==> src/rtl/mem_stage_lsu_pkg.sv <==
// Shared definitions for the memory-stage load/store unit.
//   - Opcode constants for the MIPS load/store instructions handled in M.
//   - FSM state encoding and access-size encoding.
//   - Decode helpers mapping an opcode to access size and signedness.
package mips_mem_pkg;

    localparam logic [5:0] OP_LB  = 6'h20;
    localparam logic [5:0] OP_LH  = 6'h21;
    localparam logic [5:0] OP_LW  = 6'h23;
    localparam logic [5:0] OP_LBU = 6'h24;
    localparam logic [5:0] OP_LHU = 6'h25;
    localparam logic [5:0] OP_SB  = 6'h28;
    localparam logic [5:0] OP_SH  = 6'h29;
    localparam logic [5:0] OP_SW  = 6'h2B;

    typedef enum logic [1:0] {
        IDLE = 2'd0,
        REQ  = 2'd1,
        WAIT = 2'd2,
        DONE = 2'd3
    } lsu_state_e;

    typedef enum logic [1:0] {
        SZ_B = 2'd0,
        SZ_H = 2'd1,
        SZ_W = 2'd2
    } lsu_size_e;

    // Unknown opcodes that still flag a memory access fall back to word size.
    function automatic lsu_size_e decode_size(input logic [5:0] op);
        lsu_size_e sz;
        case (op)
            OP_LB, OP_LBU, OP_SB: sz = SZ_B;
            OP_LH, OP_LHU, OP_SH: sz = SZ_H;
            default:              sz = SZ_W;
        endcase
        return sz;
    endfunction

    function automatic logic decode_signed(input logic [5:0] op);
        return (op == OP_LB) || (op == OP_LH);
    endfunction

endpackage

==> src/rtl/mem_stage_lsu_if.sv <==
// Data-memory bus between the LSU (master) and the data memory (slave).
//   req/we/addr/be/wdata : request, driven by the LSU, held stable while req=1
//   gnt                  : memory accepted the request this cycle
//   rvalid/rdata         : read data return
interface mem_stage_lsu_if #(
    parameter int ADDR_W = 32
);
    logic              req;
    logic              we;
    logic [ADDR_W-1:0] addr;
    logic [3:0]        be;
    logic [31:0]       wdata;
    logic              gnt;
    logic              rvalid;
    logic [31:0]       rdata;

    modport master (
        output req, we, addr, be, wdata,
        input  gnt, rvalid, rdata
    );

    modport slave (
        input  req, we, addr, be, wdata,
        output gnt, rvalid, rdata
    );
endinterface

==> src/rtl/mem_stage_lsu_lane_align.sv <==
// Combinational byte-lane steering, shared by the store and load paths.
//   size, sgn  : access size and sign-extension flag
//   lane       : byte address bits [1:0] (little-endian)
//   st_data    : raw store data      -> be, wdata (replicated across lanes)
//   rd_data    : raw 32-bit read word -> ld_data (selected lane, extended)
//   misaligned : half on odd byte, or word not on a word boundary
module lsu_lane_align
    import mips_mem_pkg::*;
(
    input  lsu_size_e   size,
    input  logic        sgn,
    input  logic [1:0]  lane,
    input  logic [31:0] st_data,
    input  logic [31:0] rd_data,
    output logic [3:0]  be,
    output logic [31:0] wdata,
    output logic [31:0] ld_data,
    output logic        misaligned
);
    logic [7:0]  rd_bytes [4];
    logic [7:0]  sel_byte;
    logic [15:0] sel_half;

    for (genvar gi = 0; gi < 4; gi++) begin : g_bytes
        assign rd_bytes[gi] = rd_data[8*gi +: 8];
    end

    always_comb begin
        be         = 4'hF;
        wdata      = st_data;
        ld_data    = rd_data;
        misaligned = 1'b0;
        sel_byte   = rd_bytes[lane];
        sel_half   = lane[1] ? rd_data[31:16] : rd_data[15:0];
        case (size)
            SZ_B: begin
                be      = 4'b0001 << lane;
                wdata   = {4{st_data[7:0]}};
                ld_data = {{24{sgn & sel_byte[7]}}, sel_byte};
            end
            SZ_H: begin
                be         = 4'b0011 << {lane[1], 1'b0};
                wdata      = {2{st_data[15:0]}};
                ld_data    = {{16{sgn & sel_half[15]}}, sel_half};
                misaligned = lane[0];
            end
            default: begin
                misaligned = |lane;
            end
        endcase
    end
endmodule

==> src/rtl/mem_stage_lsu.sv <==
// Memory-stage load/store unit.
//   clk, rst_n          : clock, asynchronous active-low reset
//   IR_M .. MemWrite_M  : EX/MEM pipeline register outputs
//   flush_M             : cancels the M-stage operation
//   dmem                : data-memory bus (master side)
//   stall_M             : holds IF..M while an access is outstanding
//   load_data_M/valid   : extended load result, valid for one cycle in DONE
//   addr_err_M          : misaligned access seen in IDLE (combinational)
//   bus_err_M           : gnt/rvalid timeout pulse
module mem_stage_lsu
    import mips_mem_pkg::*;
#(
    parameter int ADDR_W   = 32,
    parameter int MAX_WAIT = 255
)(
    input  logic            clk,
    input  logic            rst_n,
    input  logic [31:0]     IR_M,
    input  logic [31:0]     ALU_out_M,
    input  logic [31:0]     RData2_M,
    input  logic            MemToReg_M,
    input  logic            MemWrite_M,
    input  logic            flush_M,
    mem_stage_lsu_if.master dmem,
    output logic            stall_M,
    output logic [31:0]     load_data_M,
    output logic            load_valid_M,
    output logic            addr_err_M,
    output logic            bus_err_M
);
    localparam int CNT_W = $clog2(MAX_WAIT + 1);

    lsu_state_e        state_reg, state_next;
    logic [CNT_W-1:0]  wait_cnt_reg, wait_cnt_next;
    logic              discard_reg, discard_next;
    lsu_size_e         size_reg, size_next;
    logic              sgn_reg, sgn_next;
    logic [1:0]        lane_reg, lane_next;
    logic              req_reg, req_next;
    logic              we_reg, we_next;
    logic [ADDR_W-1:0] addr_reg, addr_next;
    logic [3:0]        be_reg, be_next;
    logic [31:0]       wdata_reg, wdata_next;
    logic [31:0]       load_data_reg, load_data_next;
    logic              load_valid_reg, load_valid_next;
    logic              bus_err_reg, bus_err_next;

    lsu_size_e   live_size, al_size;
    logic        live_sgn, al_sgn;
    logic [1:0]  al_lane;
    logic [3:0]  al_be;
    logic [31:0] al_wdata, al_ld;
    logic        al_misaligned;
    logic        access, mem_op, timeout;
    logic        unused_ir;

    assign unused_ir = ^IR_M[25:0];
    assign live_size = decode_size(IR_M[31:26]);
    assign live_sgn  = decode_signed(IR_M[31:26]);

    // In IDLE the aligner looks at the live instruction (store steering and
    // alignment check); once issued it uses the captured attributes so the
    // returning read data is extracted for the op that was actually sent.
    always_comb begin
        if (state_reg == IDLE) begin
            al_size = live_size;
            al_sgn  = live_sgn;
            al_lane = ALU_out_M[1:0];
        end else begin
            al_size = size_reg;
            al_sgn  = sgn_reg;
            al_lane = lane_reg;
        end
    end

    lsu_lane_align u_align (
        .size       (al_size),
        .sgn        (al_sgn),
        .lane       (al_lane),
        .st_data    (RData2_M),
        .rd_data    (dmem.rdata),
        .be         (al_be),
        .wdata      (al_wdata),
        .ld_data    (al_ld),
        .misaligned (al_misaligned)
    );

    assign access     = MemToReg_M | MemWrite_M;
    assign addr_err_M = rst_n & (state_reg == IDLE) & access & al_misaligned;
    assign mem_op     = access & ~flush_M & ~addr_err_M;
    assign timeout    = (wait_cnt_reg == CNT_W'(MAX_WAIT - 1));
    // REQ/WAIT stall regardless of flush; DONE releases for exactly one cycle.
    assign stall_M    = rst_n & ((state_reg == REQ) | (state_reg == WAIT) |
                                 (mem_op & (state_reg != DONE)));

    always_comb begin
        state_next      = state_reg;
        discard_next    = discard_reg;
        size_next       = size_reg;
        sgn_next        = sgn_reg;
        lane_next       = lane_reg;
        req_next        = req_reg;
        we_next         = we_reg;
        addr_next       = addr_reg;
        be_next         = be_reg;
        wdata_next      = wdata_reg;
        load_data_next  = load_data_reg;
        load_valid_next = 1'b0;
        bus_err_next    = 1'b0;
        case (state_reg)
            IDLE: begin
                if (mem_op) begin
                    state_next   = REQ;
                    req_next     = 1'b1;
                    we_next      = MemWrite_M;
                    addr_next    = {ALU_out_M[ADDR_W-1:2], 2'b00};
                    be_next      = al_be;
                    wdata_next   = al_wdata;
                    size_next    = live_size;
                    sgn_next     = live_sgn;
                    lane_next    = ALU_out_M[1:0];
                    discard_next = 1'b0;
                end
            end
            REQ: begin
                if (dmem.gnt) begin
                    // A grant wins over a same-cycle flush: the access completes.
                    req_next     = 1'b0;
                    state_next   = we_reg ? DONE : WAIT;
                    discard_next = discard_reg | flush_M;
                end else if (flush_M) begin
                    req_next   = 1'b0;
                    state_next = IDLE;
                end else if (timeout) begin
                    req_next     = 1'b0;
                    bus_err_next = 1'b1;
                    state_next   = DONE;
                end
            end
            WAIT: begin
                if (dmem.rvalid) begin
                    if (discard_reg | flush_M) begin
                        state_next = IDLE;
                    end else begin
                        state_next      = DONE;
                        load_valid_next = 1'b1;
                        load_data_next  = al_ld;
                    end
                end else begin
                    discard_next = discard_reg | flush_M;
                    if (timeout) begin
                        bus_err_next = 1'b1;
                        state_next   = DONE;
                    end
                end
            end
            default: begin
                state_next = IDLE;
            end
        endcase
        if ((state_next == state_reg) && ((state_reg == REQ) || (state_reg == WAIT))) begin
            wait_cnt_next = wait_cnt_reg + 1'b1;
        end else begin
            wait_cnt_next = '0;
        end
    end

    always_ff @(posedge clk or negedge rst_n) begin
        if (!rst_n) begin
            state_reg      <= IDLE;
            wait_cnt_reg   <= '0;
            discard_reg    <= 1'b0;
            size_reg       <= SZ_B;
            sgn_reg        <= 1'b0;
            lane_reg       <= 2'b00;
            req_reg        <= 1'b0;
            we_reg         <= 1'b0;
            addr_reg       <= '0;
            be_reg         <= 4'h0;
            wdata_reg      <= 32'h0;
            load_data_reg  <= 32'h0;
            load_valid_reg <= 1'b0;
            bus_err_reg    <= 1'b0;
        end else begin
            state_reg      <= state_next;
            wait_cnt_reg   <= wait_cnt_next;
            discard_reg    <= discard_next;
            size_reg       <= size_next;
            sgn_reg        <= sgn_next;
            lane_reg       <= lane_next;
            req_reg        <= req_next;
            we_reg         <= we_next;
            addr_reg       <= addr_next;
            be_reg         <= be_next;
            wdata_reg      <= wdata_next;
            load_data_reg  <= load_data_next;
            load_valid_reg <= load_valid_next;
            bus_err_reg    <= bus_err_next;
        end
    end

    assign dmem.req     = req_reg;
    assign dmem.we      = we_reg;
    assign dmem.addr    = addr_reg;
    assign dmem.be      = be_reg;
    assign dmem.wdata   = wdata_reg;
    assign load_data_M  = load_data_reg;
    assign load_valid_M = load_valid_reg;
    assign bus_err_M    = bus_err_reg;
endmodule
==> src/flat_wrapper.sv <==
// flat-port wrapper written by rule: the top's interface ports become plain ports
module mem_stage_lsu_flat import mips_mem_pkg::*;
#(
    parameter int ADDR_W   = 32,
    parameter int MAX_WAIT = 255
)
  (clk, rst_n, IR_M, ALU_out_M, RData2_M, MemToReg_M, MemWrite_M, flush_M, stall_M, load_data_M, load_valid_M, addr_err_M, bus_err_M, dmem_req, dmem_we, dmem_addr, dmem_be, dmem_wdata, dmem_gnt, dmem_rvalid, dmem_rdata);
  mem_stage_lsu_if #(.ADDR_W(ADDR_W)) dmem_i ();
  input  logic clk;
  input  logic rst_n;
  input  logic [31:0] IR_M;
  input  logic [31:0] ALU_out_M;
  input  logic [31:0] RData2_M;
  input  logic MemToReg_M;
  input  logic MemWrite_M;
  input  logic flush_M;
  output logic stall_M;
  output logic [31:0] load_data_M;
  output logic load_valid_M;
  output logic addr_err_M;
  output logic bus_err_M;
  output wire logic [$bits(dmem_i.req)-1:0] dmem_req;
  output wire logic [$bits(dmem_i.we)-1:0] dmem_we;
  output wire logic [$bits(dmem_i.addr)-1:0] dmem_addr;
  output wire logic [$bits(dmem_i.be)-1:0] dmem_be;
  output wire logic [$bits(dmem_i.wdata)-1:0] dmem_wdata;
  input wire logic [$bits(dmem_i.gnt)-1:0] dmem_gnt;
  input wire logic [$bits(dmem_i.rvalid)-1:0] dmem_rvalid;
  input wire logic [$bits(dmem_i.rdata)-1:0] dmem_rdata;
  assign dmem_req = dmem_i.req;
  assign dmem_we = dmem_i.we;
  assign dmem_addr = dmem_i.addr;
  assign dmem_be = dmem_i.be;
  assign dmem_wdata = dmem_i.wdata;
  assign dmem_i.gnt = dmem_gnt;
  assign dmem_i.rvalid = dmem_rvalid;
  assign dmem_i.rdata = dmem_rdata;
  mem_stage_lsu #(.ADDR_W(ADDR_W), .MAX_WAIT(MAX_WAIT)) u_core (.clk(clk), .rst_n(rst_n), .IR_M(IR_M), .ALU_out_M(ALU_out_M), .RData2_M(RData2_M), .MemToReg_M(MemToReg_M), .MemWrite_M(MemWrite_M), .flush_M(flush_M), .dmem(dmem_i), .stall_M(stall_M), .load_data_M(load_data_M), .load_valid_M(load_valid_M), .addr_err_M(addr_err_M), .bus_err_M(bus_err_M));
endmodule
==> config.mk <==
export PLATFORM = sky130hd
export DESIGN_NAME = mem_stage_lsu_flat
export DESIGN_NICKNAME = d
export VERILOG_FILES = /design/src/rtl/mem_stage_lsu_pkg.sv /design/src/rtl/mem_stage_lsu_if.sv /design/src/rtl/mem_stage_lsu_lane_align.sv /design/src/rtl/mem_stage_lsu.sv /design/src/flat_wrapper.sv
export SDC_FILE = /design/constraint.sdc
export NUM_CORES = 1
export LEC_CHECK = 0
export CORE_MARGIN = 2
export CORE_UTILIZATION = 37
export CTS_BUF_LIST = sky130_fd_sc_hd__clkbuf_16
export DETAILED_ROUTE_END_ITERATION = 8
export HOLD_SLACK_MARGIN = 0.1
export PLACE_DENSITY = 0.78
export SLEW_MARGIN = 20
export SYNTH_ARGS = -nofsm -noshare
export SYNTH_HDL_FRONTEND = slang
export SYNTH_HIERARCHICAL = 1
export SYNTH_SLANG_ARGS = --single-unit
==> constraint.sdc <==
create_clock -name clk -period 11.6 [get_ports clk]
set_clock_uncertainty 0.2 [all_clocks]
set_input_delay 3.48 -clock clk [delete_from_list [all_inputs] [get_ports clk]]
set_output_delay 3.48 -clock clk [all_outputs]
set_load 0.01 [all_outputs]
Word level (Yosys, flattened, before mapping) --
Cells that the tools add are included.
Word-level totals: flip-flop bits (word level) 118, input port bits 135, logic and storage cells 103
Operators by class: add/subtract/negate cells 1, $lt $le $gt $ge 1, equality and inequality tests 16, shifts and indexed selects 2, multiplexer cells 38, bitwise operators 17, reductions and logical operators 14
Operators with widths (count):
- 32-bit case mux with 2 select lines | 2
- 6-bit == test (second input constant) | 6
- 8-bit two-way mux | 3
- 8-bit binary-select mux with 2-bit select | 1
- 1-bit two-way mux | 16
- 16-bit two-way mux | 1
- 2-bit two-way mux | 8
- 1-bit bitwise AND | 9
- 8-bit by 1-bit adder with 8-bit output (second input constant) | 1
- 8-bit == test (second input constant) | 1
- 4-bit case mux with 2 select lines | 1
- 2-bit inequality test (second input constant) | 3
- 1-bit case mux with 2 select lines | 3
- 2-bit case mux with 3 select lines | 1
- 3-bit AND reduction | 2
- 3-bit OR reduction | 2
- 2-bit by 1-bit == test with 1-bit output (second input constant) | 2
- 2-bit zero test | 2
- 4-bit by 3-bit inequality test with 1-bit output (second input constant) | 1
- 1-bit bitwise OR | 4
- 2-bit case mux with 2 select lines | 1
- 4-bit AND reduction | 1
- 1-bit by 2-bit << shifter with 4-bit output (first input constant) | 1
- 2-bit by 2-bit << shifter with 4-bit output (first input constant) | 1
- 13 further kinds | 16

Longest topological paths before layout --
depth in word-level cells 14, gate-level depth with buffers 15, mapped depth without buffers 10

Modules after synthesis --
Netlist, hierarchy kept.
Modules (own cells, without submodules):
- mem_stage_lsu | times used 1, cells an instance 408, area an instance 5144.9 µm², sequential area each 2952.8 µm²
- lsu_lane_align | times used 1, cells an instance 174, area an instance 1295.0 µm², sequential area each 0.0 µm²

Worst setup path before layout --
Ideal clock, no wire load.
path type input port to output port, start in IR_M[27], end out stall_M, arrival time 5237 ps, required time 7920 ps, path slack 2683 ps, cell stages on the path 10, cells stage by stage or3b_1 a21oi_1 a21oi_1 buf_2 buf_2 a21oi_1 nor2_1 a21oi_1 a21oi_1 nor2b_1
Between the ends: longest elaborated chain between the ends 12
RTL lines:
- start: declaration | line flat_wrapper.sv:11 | input logic [31:0] IR_M;
- 6-bit == test | line mem_stage_lsu_pkg.sv:32 | case (op)
- 3-bit OR reduction | line mem_stage_lsu_pkg.sv:32
- 2-bit case mux with 2 select lines (*) | line mem_stage_lsu_pkg.sv:32
- 2-bit two-way mux (*) | line mem_stage_lsu.sv:65 | if (state_reg == IDLE) begin
- via u_core.al_size[1] | line mem_stage_lsu.sv:48 | lsu_size_e live_size, al_size;
- 2-bit by 1-bit == test with 1-bit output / 2-bit zero test (equally long branches) | line mem_stage_lsu_lane_align.sv:35 | case (size)
- 1-bit case mux with 2 select lines (*) | line mem_stage_lsu_lane_align.sv:35
- via u_core.al_misaligned | line mem_stage_lsu.sv:53 | logic al_misaligned;
- 1-bit bitwise AND (*) | line mem_stage_lsu.sv:89 | assign addr_err_M = rst_n & (state_reg == IDLE) & access & al_misaligned;
- 1-bit NOT (*) | line mem_stage_lsu.sv:90 | assign mem_op = access & ~flush_M & ~addr_err_M;
- 1-bit bitwise AND (*) | line mem_stage_lsu.sv:90
- 1-bit bitwise AND (*) | line mem_stage_lsu.sv:94 | (mem_op & (state_reg != DONE)));
- 1-bit bitwise OR (*) | line mem_stage_lsu.sv:93 | assign stall_M = rst_n & ((state_reg == REQ) | (state_reg == WAIT) |
- 1-bit bitwise AND (*) | line mem_stage_lsu.sv:93
- end: declaration | line flat_wrapper.sv:17 | output logic stall_M;
Mark *: on every way through the listed nets, which the timed path passes. The rest lies on a longest branch.

Final worst setup path --
start in IR_M[31], end out stall_M
Same word-level chain as after synthesis.

==> flow_summary.ini <==
[min_path]
hold_path_class = reg2reg

[final_layout]
layout.nets = 915
syn2layout_area_growth_pct = 41.91
antenna_cells = 0
drive_gt1_share_pct = 13.61
fill_cells = 1527

[clock_tree]
cts-resized-gates = 0
clockBufferDepth = 2
clock_tree.root_cell = clkbuf_16
cts.sinks = 118
tritoncts = built
postCtsSetupRepairBufs = 0
cts_buffers = 17
htreeDepth = 4
clkLatencyLatePin_ps = 410
clk_pin_slew_worst_paths_ps = 50
cts_hold_buf = 0

[pwr]
p_comb_share_pct = 49.6
power_density_nw_per_um2 = 260.2
p_sw_w = 0.0008113
seqPwrFrac_pct = 29.6
p_clk_share_pct = 20.8
p_int_w = 0.001566
ir_drop_mv = 0.1190
swShare_pct = 34.12
leakage_nw = 4.004

[synth]
yosysTopAreaCell = dfrtp_1
synth_cell_type_count = 61
ys_ff_latch = 118
syn_area_per_cell_um2 = 11.07
syn_inst = 582
synth_ff_type = dfrtp_1
synth_common_cells = 122 x nand2_1, 118 x dfrtp_1, 48 x mux2_4
synth_edf_count = 0
syn-cell-area_um2 = 6440
synthTopCellsByArea = dfrtp_1 46%, mux2_4 11%, nand2_1 7.1%
synth_top_area_share_pct = 45.85
yosysSeqAreaShare_pct = 45.85
synthArstFlopShare_pct = 100.0
ys_warn_count = 6
synth.most_common_cell = nand2_1

[grt]
grt.overflow.total = 0
grt_pass1_vias = 5261
grt_max_degree = 67
grt_util_all_layers_pct = 19.38
antenna_found_initial = 0
grt_pass1_wl_mm = 28.01

[route]
firstDrtPassIters = 5
post-route-drc-count = 0
via_per_inst = 5.101
wl_mm = 17.29
wl_per_cell_um = 17.10
drt_iter0_drc = 339
ant_nets = 0
vias = 5157

[setup_path]
crit_required_ps = 7920
regToRegSetupSlack_ps = 6770
path_max_fanout = 19
r2r_end = u_core/wait_cnt_reg[4]
end_kind = output pin
timing.rr.start = u_core/state_reg[1]
arrival_ps = 6470
path_class = in2out
endpoint = stall_M
rr_worst_depth = 12
startpoint = IR_M[31]
crit_path_start_kind = primary input

[timing]
period_share_pct = 87.52
rsz0062_at_grt = false
worstMarginPinSlew_ps = 872.8
tns_ps = 0
hold_ws_ps = 273.7
final.min_clock_period_ps = 10150
maxSlewViolCount = 0
relSlewSlack_pct = 41.81
setup_viol = 0
fmax_mhz = 98.51
hold_viol = 0

[place]
detailed_place_hpwl_mm = 12.04
portBuffers = 212
gp_congestion = 0.8336

[floorplan]
io_pins = 241
start_util_pct = 37.49
fp.dieArea_um2 = 18480
row_count = 48
die_w_um = 135.9
die_y_um = 135.9
core_area_um2 = 17180

[status]
status = complete, no violations

[job]
cap_violations = 0
[final cells by class]
cell class / instances / area (um2) / share of cell area (%)
clock buffer: 17 / 425.4 / 4.655
inverter: 7 / 26.28 / 0.2875
clock inverter: 15 / 122.6 / 1.342
tap: 225 / 281.5 / 3.081
timing repair buffer: 218 / 2165 / 23.69
multi-input combinational: 411 / 3166 / 34.64
sequential: 118 / 2953 / 32.31
[power groups by stage]
stage | sequential [W] | combinational (W) | clock (W)
after floorplan | 0.000783 | 0.000602 | 0
final | 0.000703 | 0.00118 | 0.000495
after global placement | 0.000701 | 0.00117 | 0
after CTS | 0.000706 | 0.00119 | 0.000508
after global routing | 0.000729 | 0.00127 | 0.000526
after detailed placement | 0.000710 | 0.00118 | 0
[layer usage]
metal,up-vias,track usage (%),routed length [um]
met3,24,6.301,1441
li1,2441,-,-
met4,0,6.366,313
met5,-,0,0
met2,195,31.23,8202
met1,2497,24.65,7332
[cell usage in the layout (no fill, tap or decap), types with 4 or more instances in the layout]
cell type,Yosys,layout
clkdlybuf4s50_1,0,211
nand2_1,122,122
dfrtp_1,118,118
mux2_4,48,48
mux2_1,31,31
o22ai_1,21,21
nor2b_1,20,20
clkbuf_16,0,17
mux2i_1,17,17
o21ai_0,14,14
nor2_1,13,13
mux2_2,11,11
inv_1,6,9
nor4_1,9,9
a22oi_1,8,8
o221ai_1,8,8
buf_4,11,7
ha_1,7,7
a221o_1,7,7
nand3_1,6,6
clkinv_2,0,5
a21oi_1,6,5
nand2b_1,4,4
o21ai_1,5,4
o21bai_1,4,4
[worst min path at each step]
stage                                 startpoint                endpoint  slack (ps)  depth (start not counted)
after global placement    u_core/load_data_M[22]  u_core/load_data_M[22]         260                          2
after global routing       u_core/load_data_M[0]   u_core/load_data_M[0]         290                          2
after CTS                  u_core/load_data_M[4]   u_core/load_data_M[4]         280                          2
final                      u_core/load_data_M[0]   u_core/load_data_M[0]         270                          2
after detailed placement   u_core/load_data_M[4]   u_core/load_data_M[4]         260                          2
after floorplan               u_core/size_reg[0]      u_core/size_reg[0]         250                          2
[kinds of logic after synthesis]
kind of cell               Yosys count  share of synthesized area [%]
AOI/OAI and AO/OA                   94                          11.17
DFF                                118                          45.85
buffers and inverters               54                          5.285
other                                1                        0.05823
xor gates and xnor gates             3                         0.4081
adders and majority gates            7                          1.360
muxes                              108                          21.53
and+or+nand+nor                    197                          14.34
[worst max-delay path: stages]
cell and delay [ps]:
clkdlybuf4s50_1 450, or3b_1 360, a21oi_1 380, nand3_1 150, o21ai_2 90, buf_4 320, a21oi_1 110, nor2_1 300
a21oi_1 120, a21oi_1 170, nor2b_1 60, clkdlybuf4s50_1 470
[per-stage QoR]
step / utilization, % / power (W) / area [um2] / setup WS [ps] / std cells
global placement: 50.01 / 0.001871 / 8591 / 1482 / 979
floorplan: - / 0.001386 / 6444 / 2683 / 583
detailed placement: 50.01 / 0.001893 / 8591 / 1453 / 979
global route: 53.21 / 0.002530 / 9139 / 1153 / 1011
CTS: 53.21 / 0.002408 / 9139 / 1441 / 1011
finish: 53.21 / 0.002378 / 9139 / 1448 / 1011
Power figures use the tool's default switching activity.
